--- src/rtl/seg_codes_pkg.sv ---
`default_nettype none
// ============================================================================
// Module      : seg_codes_pkg
// Description : Glyph constants, FSM state type and timing defaults shared by
//               the scanned seven-segment decoder.
// Revision    : 1.0 - initial release
// ============================================================================
package seg_codes_pkg;

   localparam int c_SETTLE_DEFAULT  = 4;
   localparam int c_TIMEOUT_DEFAULT = 200000;

   // Active-low segment patterns, bit 0 = a ... bit 6 = g
   localparam logic [6:0] c_GLYPH_0 = 7'h40;
   localparam logic [6:0] c_GLYPH_1 = 7'h79;
   localparam logic [6:0] c_GLYPH_2 = 7'h24;
   localparam logic [6:0] c_GLYPH_3 = 7'h30;
   localparam logic [6:0] c_GLYPH_4 = 7'h19;
   localparam logic [6:0] c_GLYPH_5 = 7'h12;
   localparam logic [6:0] c_GLYPH_6 = 7'h02;
   localparam logic [6:0] c_GLYPH_7 = 7'h78;
   localparam logic [6:0] c_GLYPH_8 = 7'h00;
   localparam logic [6:0] c_GLYPH_9 = 7'h10;
   localparam logic [6:0] c_GLYPH_A = 7'h08;
   localparam logic [6:0] c_GLYPH_B = 7'h03;
   localparam logic [6:0] c_GLYPH_C = 7'h46;
   localparam logic [6:0] c_GLYPH_D = 7'h21;
   localparam logic [6:0] c_GLYPH_E = 7'h06;
   localparam logic [6:0] c_GLYPH_F = 7'h0e;

   typedef enum logic [1:0] {
      ST_SYNC    = 2'd0,
      ST_SETTLE  = 2'd1,
      ST_CAPTURE = 2'd2,
      ST_HOLD    = 2'd3
   } scan_state_t;

endpackage
`default_nettype wire

--- src/rtl/seg7_glyph_decode.sv ---
`default_nettype none
// ============================================================================
// Module      : seg7_glyph_decode
// Description : Combinational lookup from a 7-bit active-low glyph to a hex
//               nibble, with a flag marking legal glyphs.
// Revision    : 1.0 - initial release
// ============================================================================
module seg7_glyph_decode
   import seg_codes_pkg::*;
(
   input  logic [6:0] i_seg,
   output logic [3:0] o_nibble,
   output logic       o_legal
);

   always_comb begin
      o_nibble = 4'h0;
      o_legal  = 1'b1;
      case (i_seg)
         c_GLYPH_0: o_nibble = 4'h0;
         c_GLYPH_1: o_nibble = 4'h1;
         c_GLYPH_2: o_nibble = 4'h2;
         c_GLYPH_3: o_nibble = 4'h3;
         c_GLYPH_4: o_nibble = 4'h4;
         c_GLYPH_5: o_nibble = 4'h5;
         c_GLYPH_6: o_nibble = 4'h6;
         c_GLYPH_7: o_nibble = 4'h7;
         c_GLYPH_8: o_nibble = 4'h8;
         c_GLYPH_9: o_nibble = 4'h9;
         c_GLYPH_A: o_nibble = 4'hA;
         c_GLYPH_B: o_nibble = 4'hB;
         c_GLYPH_C: o_nibble = 4'hC;
         c_GLYPH_D: o_nibble = 4'hD;
         c_GLYPH_E: o_nibble = 4'hE;
         c_GLYPH_F: o_nibble = 4'hF;
         default:   o_legal  = 1'b0;
      endcase
   end

endmodule
`default_nettype wire

--- src/rtl/seg_scan_decoder.sv ---
`default_nettype none
// ============================================================================
// Module      : seg_scan_decoder
// Description : Recovers an 8-digit hex frame plus decimal points from a
//               multiplexed seven-segment scan (SEL one-hot, SEG active-low).
// Revision    : 1.0 - initial release
// ============================================================================
module seg_scan_decoder
   import seg_codes_pkg::*;
#(
   parameter int SETTLE_CYCLES  = c_SETTLE_DEFAULT,
   parameter int TIMEOUT_CYCLES = c_TIMEOUT_DEFAULT
) (
   input  logic        Clk,
   input  logic        Reset_n,
   input  logic [7:0]  SEL,
   input  logic [7:0]  SEG,
   output logic [31:0] Disp_Data,
   output logic [7:0]  point_mask,
   output logic        frame_valid,
   output logic        code_err,
   output logic        sel_err
);

   localparam int c_SW = $clog2(SETTLE_CYCLES + 1);
   localparam int c_TW = $clog2(TIMEOUT_CYCLES + 1);
   localparam logic [c_SW-1:0] c_SETTLE_LAST = c_SW'(SETTLE_CYCLES - 1);
   localparam logic [c_TW-1:0] c_TMO_MAX     = c_TW'(TIMEOUT_CYCLES);
   localparam logic [c_TW-1:0] c_TMO_LAST    = c_TW'(TIMEOUT_CYCLES - 1);

   logic [7:0]  r_sel_m, r_sel_s, r_sel_q;
   logic [7:0]  r_seg_m, r_seg_s, r_seg_q;
   scan_state_t r_state, w_state_nxt;
   logic [c_SW-1:0] r_settle;
   logic [c_TW-1:0] r_tmo;
   logic [2:0]  r_exp;
   logic        r_bad;
   logic [31:0] r_shadow, w_shadow_nxt, r_disp;
   logic [7:0]  r_shadow_dp, w_dp_nxt, r_pmask;
   logic        r_fvalid, r_sel_err;

   logic        w_sel_chg, w_seg_chg, w_tmo_hit, w_capture, w_commit;
   logic        w_err, w_frame_start, w_adv;
   logic [2:0]  w_exp_inc;
   logic [3:0]  w_nib;
   logic        w_legal;

   assign w_sel_chg = (r_sel_s != r_sel_q);
   assign w_seg_chg = (r_seg_s != r_seg_q);
   assign w_exp_inc = r_exp + 3'd1;
   assign w_tmo_hit = !w_sel_chg && (r_tmo == c_TMO_LAST);
   assign w_capture = (r_state == ST_CAPTURE);

   // r_seg_q holds the value that was proven stable by the settle count
   seg7_glyph_decode u_glyph (
      .i_seg    (r_seg_q[6:0]),
      .o_nibble (w_nib),
      .o_legal  (w_legal)
   );

   always_comb begin
      w_state_nxt   = r_state;
      w_err         = 1'b0;
      w_frame_start = 1'b0;
      w_adv         = 1'b0;
      case (r_state)
         ST_SYNC: begin
            if (w_sel_chg && (r_sel_s == 8'h01)) begin
               w_state_nxt   = ST_SETTLE;
               w_frame_start = 1'b1;
            end
         end
         ST_SETTLE: begin
            if (w_sel_chg) begin
               if (r_sel_s != (8'd1 << r_exp)) w_err = 1'b1;
            end else if (!w_seg_chg && (r_settle == c_SETTLE_LAST)) begin
               w_state_nxt = ST_CAPTURE;
            end
         end
         default: begin
            w_state_nxt = ST_HOLD;
            if (w_sel_chg) begin
               if (r_sel_s == (8'd1 << w_exp_inc)) begin
                  w_state_nxt = ST_SETTLE;
                  w_adv       = 1'b1;
               end else begin
                  w_err = 1'b1;
               end
            end
         end
      endcase
      if (w_tmo_hit) w_err = 1'b1;
      if (w_err) w_state_nxt = ST_SYNC;
   end

   always_comb begin
      w_shadow_nxt = r_shadow;
      w_dp_nxt     = r_shadow_dp;
      w_shadow_nxt[{r_exp, 2'b00} +: 4] = w_legal ? w_nib : 4'h0;
      w_dp_nxt[r_exp]                   = ~r_seg_q[7];
   end

   assign w_commit = w_capture && (r_exp == 3'd7) && !r_bad && w_legal && !w_err;

   always_ff @(posedge Clk or negedge Reset_n) begin
      if (!Reset_n) begin
         r_sel_m     <= 8'h00;
         r_sel_s     <= 8'h00;
         r_sel_q     <= 8'h00;
         r_seg_m     <= 8'h00;
         r_seg_s     <= 8'h00;
         r_seg_q     <= 8'h00;
         r_state     <= ST_SYNC;
         r_settle    <= '0;
         r_tmo       <= '0;
         r_exp       <= 3'd0;
         r_bad       <= 1'b0;
         r_shadow    <= 32'h0;
         r_shadow_dp <= 8'h00;
         r_disp      <= 32'h0;
         r_pmask     <= 8'h00;
         r_fvalid    <= 1'b0;
         r_sel_err   <= 1'b0;
      end else begin
         r_sel_m  <= SEL;
         r_sel_s  <= r_sel_m;
         r_sel_q  <= r_sel_s;
         r_seg_m  <= SEG;
         r_seg_s  <= r_seg_m;
         r_seg_q  <= r_seg_s;
         r_state  <= w_state_nxt;

         if ((r_state != ST_SETTLE) || w_sel_chg || w_seg_chg) r_settle <= '0;
         else                                                  r_settle <= r_settle + 1'b1;

         // Saturating so a stuck SEL reports exactly once
         if (w_sel_chg)               r_tmo <= '0;
         else if (r_tmo != c_TMO_MAX) r_tmo <= r_tmo + 1'b1;

         if (w_frame_start) r_exp <= 3'd0;
         else if (w_adv)    r_exp <= w_exp_inc;

         if (w_frame_start || (w_adv && (w_exp_inc == 3'd0))) r_bad <= 1'b0;
         else if (w_capture && !w_legal)                       r_bad <= 1'b1;

         if (w_capture) begin
            r_shadow    <= w_shadow_nxt;
            r_shadow_dp <= w_dp_nxt;
         end
         if (w_commit) begin
            r_disp  <= w_shadow_nxt;
            r_pmask <= w_dp_nxt;
         end
         r_fvalid  <= w_commit;
         r_sel_err <= w_err;
      end
   end

   assign Disp_Data   = r_disp;
   assign point_mask  = r_pmask;
   assign frame_valid = r_fvalid;
   assign sel_err     = r_sel_err;
   assign code_err    = w_capture && !w_legal;

endmodule
`default_nettype wire

--- config.mk ---
export PLATFORM = sky130hd
export DESIGN_NAME = seg_scan_decoder
export DESIGN_NICKNAME = d
export VERILOG_FILES = /design/src/rtl/seg_codes_pkg.sv /design/src/rtl/seg7_glyph_decode.sv /design/src/rtl/seg_scan_decoder.sv
export SDC_FILE = /design/constraint.sdc
export NUM_CORES = 1
export LEC_CHECK = 0
export BUFFER_PORTS_ARGS = -buffer_cell sky130_fd_sc_hd__buf_2
export CAP_MARGIN = 30
export CORE_UTILIZATION = 50
export DETAILED_ROUTE_END_ITERATION = 8
export PLACE_DENSITY = 0.69
export SETUP_SLACK_MARGIN = 0.4
export SLEW_MARGIN = 10
export SYNTH_ARGS = -nofsm -noshare
export SYNTH_HDL_FRONTEND = slang
export SYNTH_SLANG_ARGS = --single-unit
--- constraint.sdc ---
create_clock -name Clk -period 3.3 [get_ports Clk]
set_clock_uncertainty 0.05 [all_clocks]
set_input_delay 0.165 -clock Clk [delete_from_list [all_inputs] [get_ports Clk]]
set_output_delay 0.165 -clock Clk [all_outputs]
set_load 0.05 [all_outputs]
**Word level (Yosys, flattened, before mapping)**

Cells that the tools add are included.

- Logic and storage cells: 117
- Flip-flop bits (word level): 157
- Input port bits: 18
- Output and inout port bits: 43

- Order comparisons: 2
- Bitwise logic cells: 1
- Equality and inequality tests: 30
- Add/subtract/negate cells: 4
- Reductions and logical operators: 27
- Muxes and demuxes: 32
- Shift operators: 4

Operator list:

| cell | number |
|---|---|
| $pmux 4 s15 | 1 |
| $mux 18 | 2 |
| $bwmux 32 | 1 |
| $shift 4x7->32 const A | 1 |
| $shiftx 4x7->32 | 1 |
| $eq 7x7->1 const B | 4 |
| $ne 8x8->1 | 3 |
| $eq 7x5->1 const B | 3 |
| $eq 7x6->1 const B | 3 |
| $add 18x1->18 const B | 1 |
| $eq 18x18->1 const B | 1 |
| $ne 18x18->1 const B | 1 |
| $reduce_or 16->1 | 1 |
| $shl 1x3->8 const A | 2 |
| $eq 7x2->1 const B | 2 |
| $eq 7x4->1 const B | 2 |
| $mux 1 | 14 |
| $mux 2 | 6 |
| $logic_and 1x1->1 | 10 |
| $mux 3 | 3 |
| $ne 3x3->1 const B | 3 |
| $bwmux 8 | 1 |
| $eq 8x1->1 const B | 1 |
| $eq 8x8->1 | 1 |
| other kinds (23) | 32 |

**Longest topological paths before layout**

- Depth in word-level cells: 9
- Depth in mapped cells: 10
- Depth with buffers taken out: 9

**By module**

From an unflattened synthesis, not the netlist that was laid out.

- Cell total of the unflattened synthesis: 675
- Area total of the unflattened synthesis: 7322.0 µm²

Modules (own cells, without submodules):

| module | sequential area each (µm²) | times used | area an instance (µm²) | cells an instance |
|---|---|---|---|---|
| seg_scan_decoder | 3928.8 | 1 | 6929.1 | 612 |
| seg7_glyph_decode | 0.0 | 1 | 392.9 | 63 |

**Least setup slack after synthesis**

No wires, ideal clock.

- Path kind: register to register
- Start: register r_exp[2]
- End: register r_disp[1], in the netlist Disp_Data[1]
- Setup slack: 536 ps
- Cell stages (with the launch flop): 11
- Arrival: 2587 ps
- Setup time: 128 ps
- Clock period less this slack: 2764 ps
- Required time: 3122 ps
- Path buffers: 2
- Path through: dfrtp_1 -> clkbuf_1 -> inv_1 -> ha_1 -> or3b_1 -> o32ai_1 -> a41oi_1 -> o211a_1 -> nand4b_4 -> buf_6 -> mux2_1

- Longest elaborated chain between the ends: 9
- Elaborated cells on any way between the ends: 21
- Those cells by class: add/sub: 2; eq/ne: 3; shift: 4; mux: 7; reduce/logical: 5

Ends and longest elaborated chain:

| item | RTL line | source |
|---|---|---|
| start: declaration | seg_scan_decoder.sv:36 | `logic [2:0] r_exp;` |
| start signal: assignment | seg_scan_decoder.sv:141 | `else if (w_adv) r_exp <= w_exp_inc;` |
| $add 3x1->3 | seg_scan_decoder.sv:50 | `assign w_exp_inc = r_exp + 3'd1;` |
| $shl 1x3->8 | seg_scan_decoder.sv:83 | `if (r_sel_s == (8'd1 << w_exp_inc)) begin` |
| $eq 8x8->1 | seg_scan_decoder.sv:83 |  |
| $mux 1 | seg_scan_decoder.sv:83 |  |
| $mux 1 | seg_scan_decoder.sv:82 | `if (w_sel_chg) begin` |
| $pmux 1 s2 | seg_scan_decoder.sv:66 | `case (r_state)` |
| $mux 1 | seg_scan_decoder.sv:92 | `if (w_tmo_hit) w_err = 1'b1;` |
| $logic_not 1->1 | seg_scan_decoder.sv:103 | `assign w_commit = w_capture && (r_exp == 3'd7) && !r_bad && w_legal && !w_err;` |
| $logic_and 1x1->1 | seg_scan_decoder.sv:103 |  |
| end signal: assignment | seg_scan_decoder.sv:151 | `r_disp <= w_shadow_nxt;` |
| end: declaration | seg_scan_decoder.sv:38 | `logic [31:0] r_shadow, w_shadow_nxt, r_disp;` |

Several ways; a longest one is shown, not always the timed one.
A chain may end at the register's enable or synchronous reset.

**Final worst setup path**

- Start: register r_exp[0]
- End: register r_disp[3], in the netlist Disp_Data[3]

The elaborated chain is that of the path after synthesis.

==> run metrics <==
Clock Sinks=157; TNS Setup=0 ps; Mapped Nets=680; FFs w/ async S/R, synth=1.00; Finished Layout Cells=911; GP Congestion=0.881; sequential power share=0.484; Critical Path, Cell by Cell=ha_1, ha_4, or3b_1, o32ai_1, a41oi_1, o211a_1, nand4b_4, buf_12, mux2_1; Filler Cell Count=1104; reg2reg setup slack=480 ps; Max FO, Critical Path=17; Seq cells post-synth=157; row cnt=43; Post-Place Cells=863; Synth top area share=0.547; actual slew at the worst max-slew pin=807 ps; fin. max-slew vios=0; sequential element share of the synthesized area=0.547; Nets=753; share of cells above drive strength 1=0.193; VDD IR-drop max=0.000398 V; Root Buffer=clkbuf_16; Vias=5001; Synth area leaders=dfrtp_1, mux2i_1, o21ai_0; Period minus WS final=2820 ps; Post-Route WL=14.5 mm; CORE AREA=13900 sq um; H-tree depth=4; Slew Limit Headroom=0.462; height of the die=122 microns; commonest cells after routing, fill and taps aside=dfrtp_1, buf_2, nand2_1; Post-synth EDFFs=0; final hold viol count=0; Skew-Pair Late Insertion Delay=420 ps; total CTS buffers=17; Sw Share=0.209; crit path to=Disp_Data[3]$_DFFE_PN0P_; Worst Path Arrival=3070 ps; Die W=122 microns; Final ANT Viol Nets=0; IO Port Bufs=60; Internal Power=0.00327 W; switching pwr=0.000865 W; yosys warns=0; most common cell after layout, fill and taps aside=dfrtp_1; Clock Power Share=0.480; RR Endpoint=Disp_Data[3]$_DFFE_PN0P_; reg2reg start=r_exp[0]$_DFFE_PN0P_; total gr overflow=0; max incr delay on CP=450 ps; CP required=3550 ps; CP endpoint kind=flop; Pleak=4.01 nW; top-level port count=61; RSZ-0062 raised after global routing=false; first drt pass iteration count=4; post-synthesis cell type count=66; worst min-delay path class=reg2reg; First DRT Iteration DRCs=301; Die Footprint=14900 sq um; GRT Overall Usage=0.208; Yosys top cell by area=dfrtp_1; starting density of the core=0.516; drt drc=0; Max Fclk=354 MHz; Final period util=0.855; first-pass GRT wire length=23.6 mm; Cell Pwr Density=490 nW/um^2; area grow syn2layout=17.3%; largest net degree at the start of global routing=93; vias in the first global route=4871; Synth Flop Type=dfrtp_1; status=complete, no violations; CTS Buffer Depth=2; final setup vio count=0; Worst-path clk slew=60 ps; TritonCTS clock tree=built; initial antenna violation count=0; Worst Reg-to-Reg Cells=9; Ant. Diodes=0; kind of critical path=reg2reg; Via density=5.49; mapped cell area=7180 sq um; CP Launch Type=flop; Post-Syn Area per Cell=11.1 sq um; critical path's slowest cell=dfrtp_2; Crit. Startpoint=r_exp[0]$_DFFE_PN0P_; routed len/inst=15.9 microns; hpwl dp=9.57 mm; # Max-Cap Violations=0; Post-Syn Instances=649; combinational share of power=0.036
==> logic make-up (layout without fill, tap and decap cells) <==
group | Yosys count | after routing | synth area share
AND/OR/NAND/NOR | 204 | 204 | 0.148
flip-flops | 157 | 157 | 0.547
AO/OA/AOI/OAI | 112 | 112 | 0.102
buffers and inverters | 70 | 152 | 0.0460
multiplexers | 56 | 56 | 0.0892
XOR/XNOR | 37 | 37 | 0.0451
adder cells (fa/ha/maj) | 13 | 13 | 0.0226
==> layout make-up <==
cell class | instances | area, sq um | share of cell area
flip-flops and latches | 157 | 3930 | 0.467
multi-input cells | 422 | 2950 | 0.350
repair buffers | 89 | 609 | 0.0723
clock buffers | 20 | 437 | 0.0518
well taps | 180 | 225 | 0.0267
clock inverters | 8 | 145 | 0.0172
inverters | 35 | 131 | 0.0156
==> critical path, delay by kind of cell (launching register included) <==
family                   cells  cell delay (ps)
multiplexers                 1              330
buffers and inverters        1              220
AO/OA/AOI/OAI                3              500
AND/OR/NAND/NOR              2              580
adder cells (fa/ha/maj)      2              570
flip-flops                   1              450
==> power by group through the flow <==
stage	combinational [W]	clock [W]	sequential, W
floorplan	0.0000784	0	0.00202
global placement	0.000132	0	0.00203
detailed placement	0.000136	0	0.00203
CTS	0.000152	0.00202	0.00200
global route	0.000166	0.00210	0.00200
finish	0.000149	0.00198	0.00200
==> routing by layer <==
| layer | wire length, microns | track usage | vias to the layer above |
|---|---|---|---|
| li1 | - | - | 2412 |
| met1 | 6720 | 0.272 | 2470 |
| met2 | 7020 | 0.335 | 94 |
| met3 | 476 | 0.0478 | 25 |
| met4 | 272 | 0.0856 | 0 |
| met5 | 0 | 0 | - |
==> cells in the mapped netlist (13+ instances only) <==
| cell | n |
|---|---|
| ha_1 | 13 |
| xor2_1 | 23 |
| nand3_1 | 23 |
| nand2_1 | 54 |
| clkbuf_1 | 20 |
| dfrtp_1 | 157 |
| nor3_1 | 13 |
| o21ai_0 | 44 |
| inv_1 | 35 |
| nor2_1 | 46 |
| a21oi_1 | 15 |
| mux2i_1 | 28 |
| xnor2_1 | 14 |
==> timing repair <==
item                       CTS  global route
setup endpoints to repair   17            18
pin swaps                    0             0
hold endpoints to repair   106             0
resized for setup            2             7
cloned                       0             1
hold buffers                17             0
setup buffers                2             0
==> flip-flops by register name, summed over array words and instances, names as in the netlist <==
register     count
r_bad            1
r_shadow        32
frame_valid      1
r_sel_s          8
Disp_Data       32
r_seg_s          8
r_shadow_dp      8
point_mask       8
r_seg_m          8
r_state          2
sel_err          1
r_tmo           18
r_sel_m          8
r_settle         3
r_sel_q          8
r_exp            3
r_seg_q          8
==> how the worst min path moves through the flow <==
stage                         startpoint                  endpoint  slack, ps  cells after the start
floorplan                        Reset_n  Disp_Data[0]$_DFFE_PN0P_       -180                      0
global placement                  SEL[5]      r_sel_m[5]$_DFF_PN0_        220                      1
detailed placement                SEL[5]      r_sel_m[5]$_DFF_PN0_        220                      1
CTS                 r_seg_m[7]$_DFF_PN0_      r_seg_s[7]$_DFF_PN0_        300                      0
global route        r_sel_m[5]$_DFF_PN0_      r_sel_s[5]$_DFF_PN0_        300                      0
finish              r_seg_m[7]$_DFF_PN0_      r_seg_s[7]$_DFF_PN0_        300                      0
==> through the flow <==
step / hold slack [ps] / instance area (sq um) / power (W) / setup slack [ps] / utilization
after floorplan: -181 / 7180 / 0.00209 / 536 / -
after global placement: 223 / 7610 / 0.00216 / 430 / 0.546
after detailed placement: 224 / 7610 / 0.00217 / 309 / 0.546
after CTS: 296 / 8380 / 0.00417 / 434 / 0.602
after global routing: 301 / 8430 / 0.00427 / 402 / 0.605
final: 296 / 8430 / 0.00413 / 477 / 0.605
Note: power is estimated with default switching activity, not from simulation.
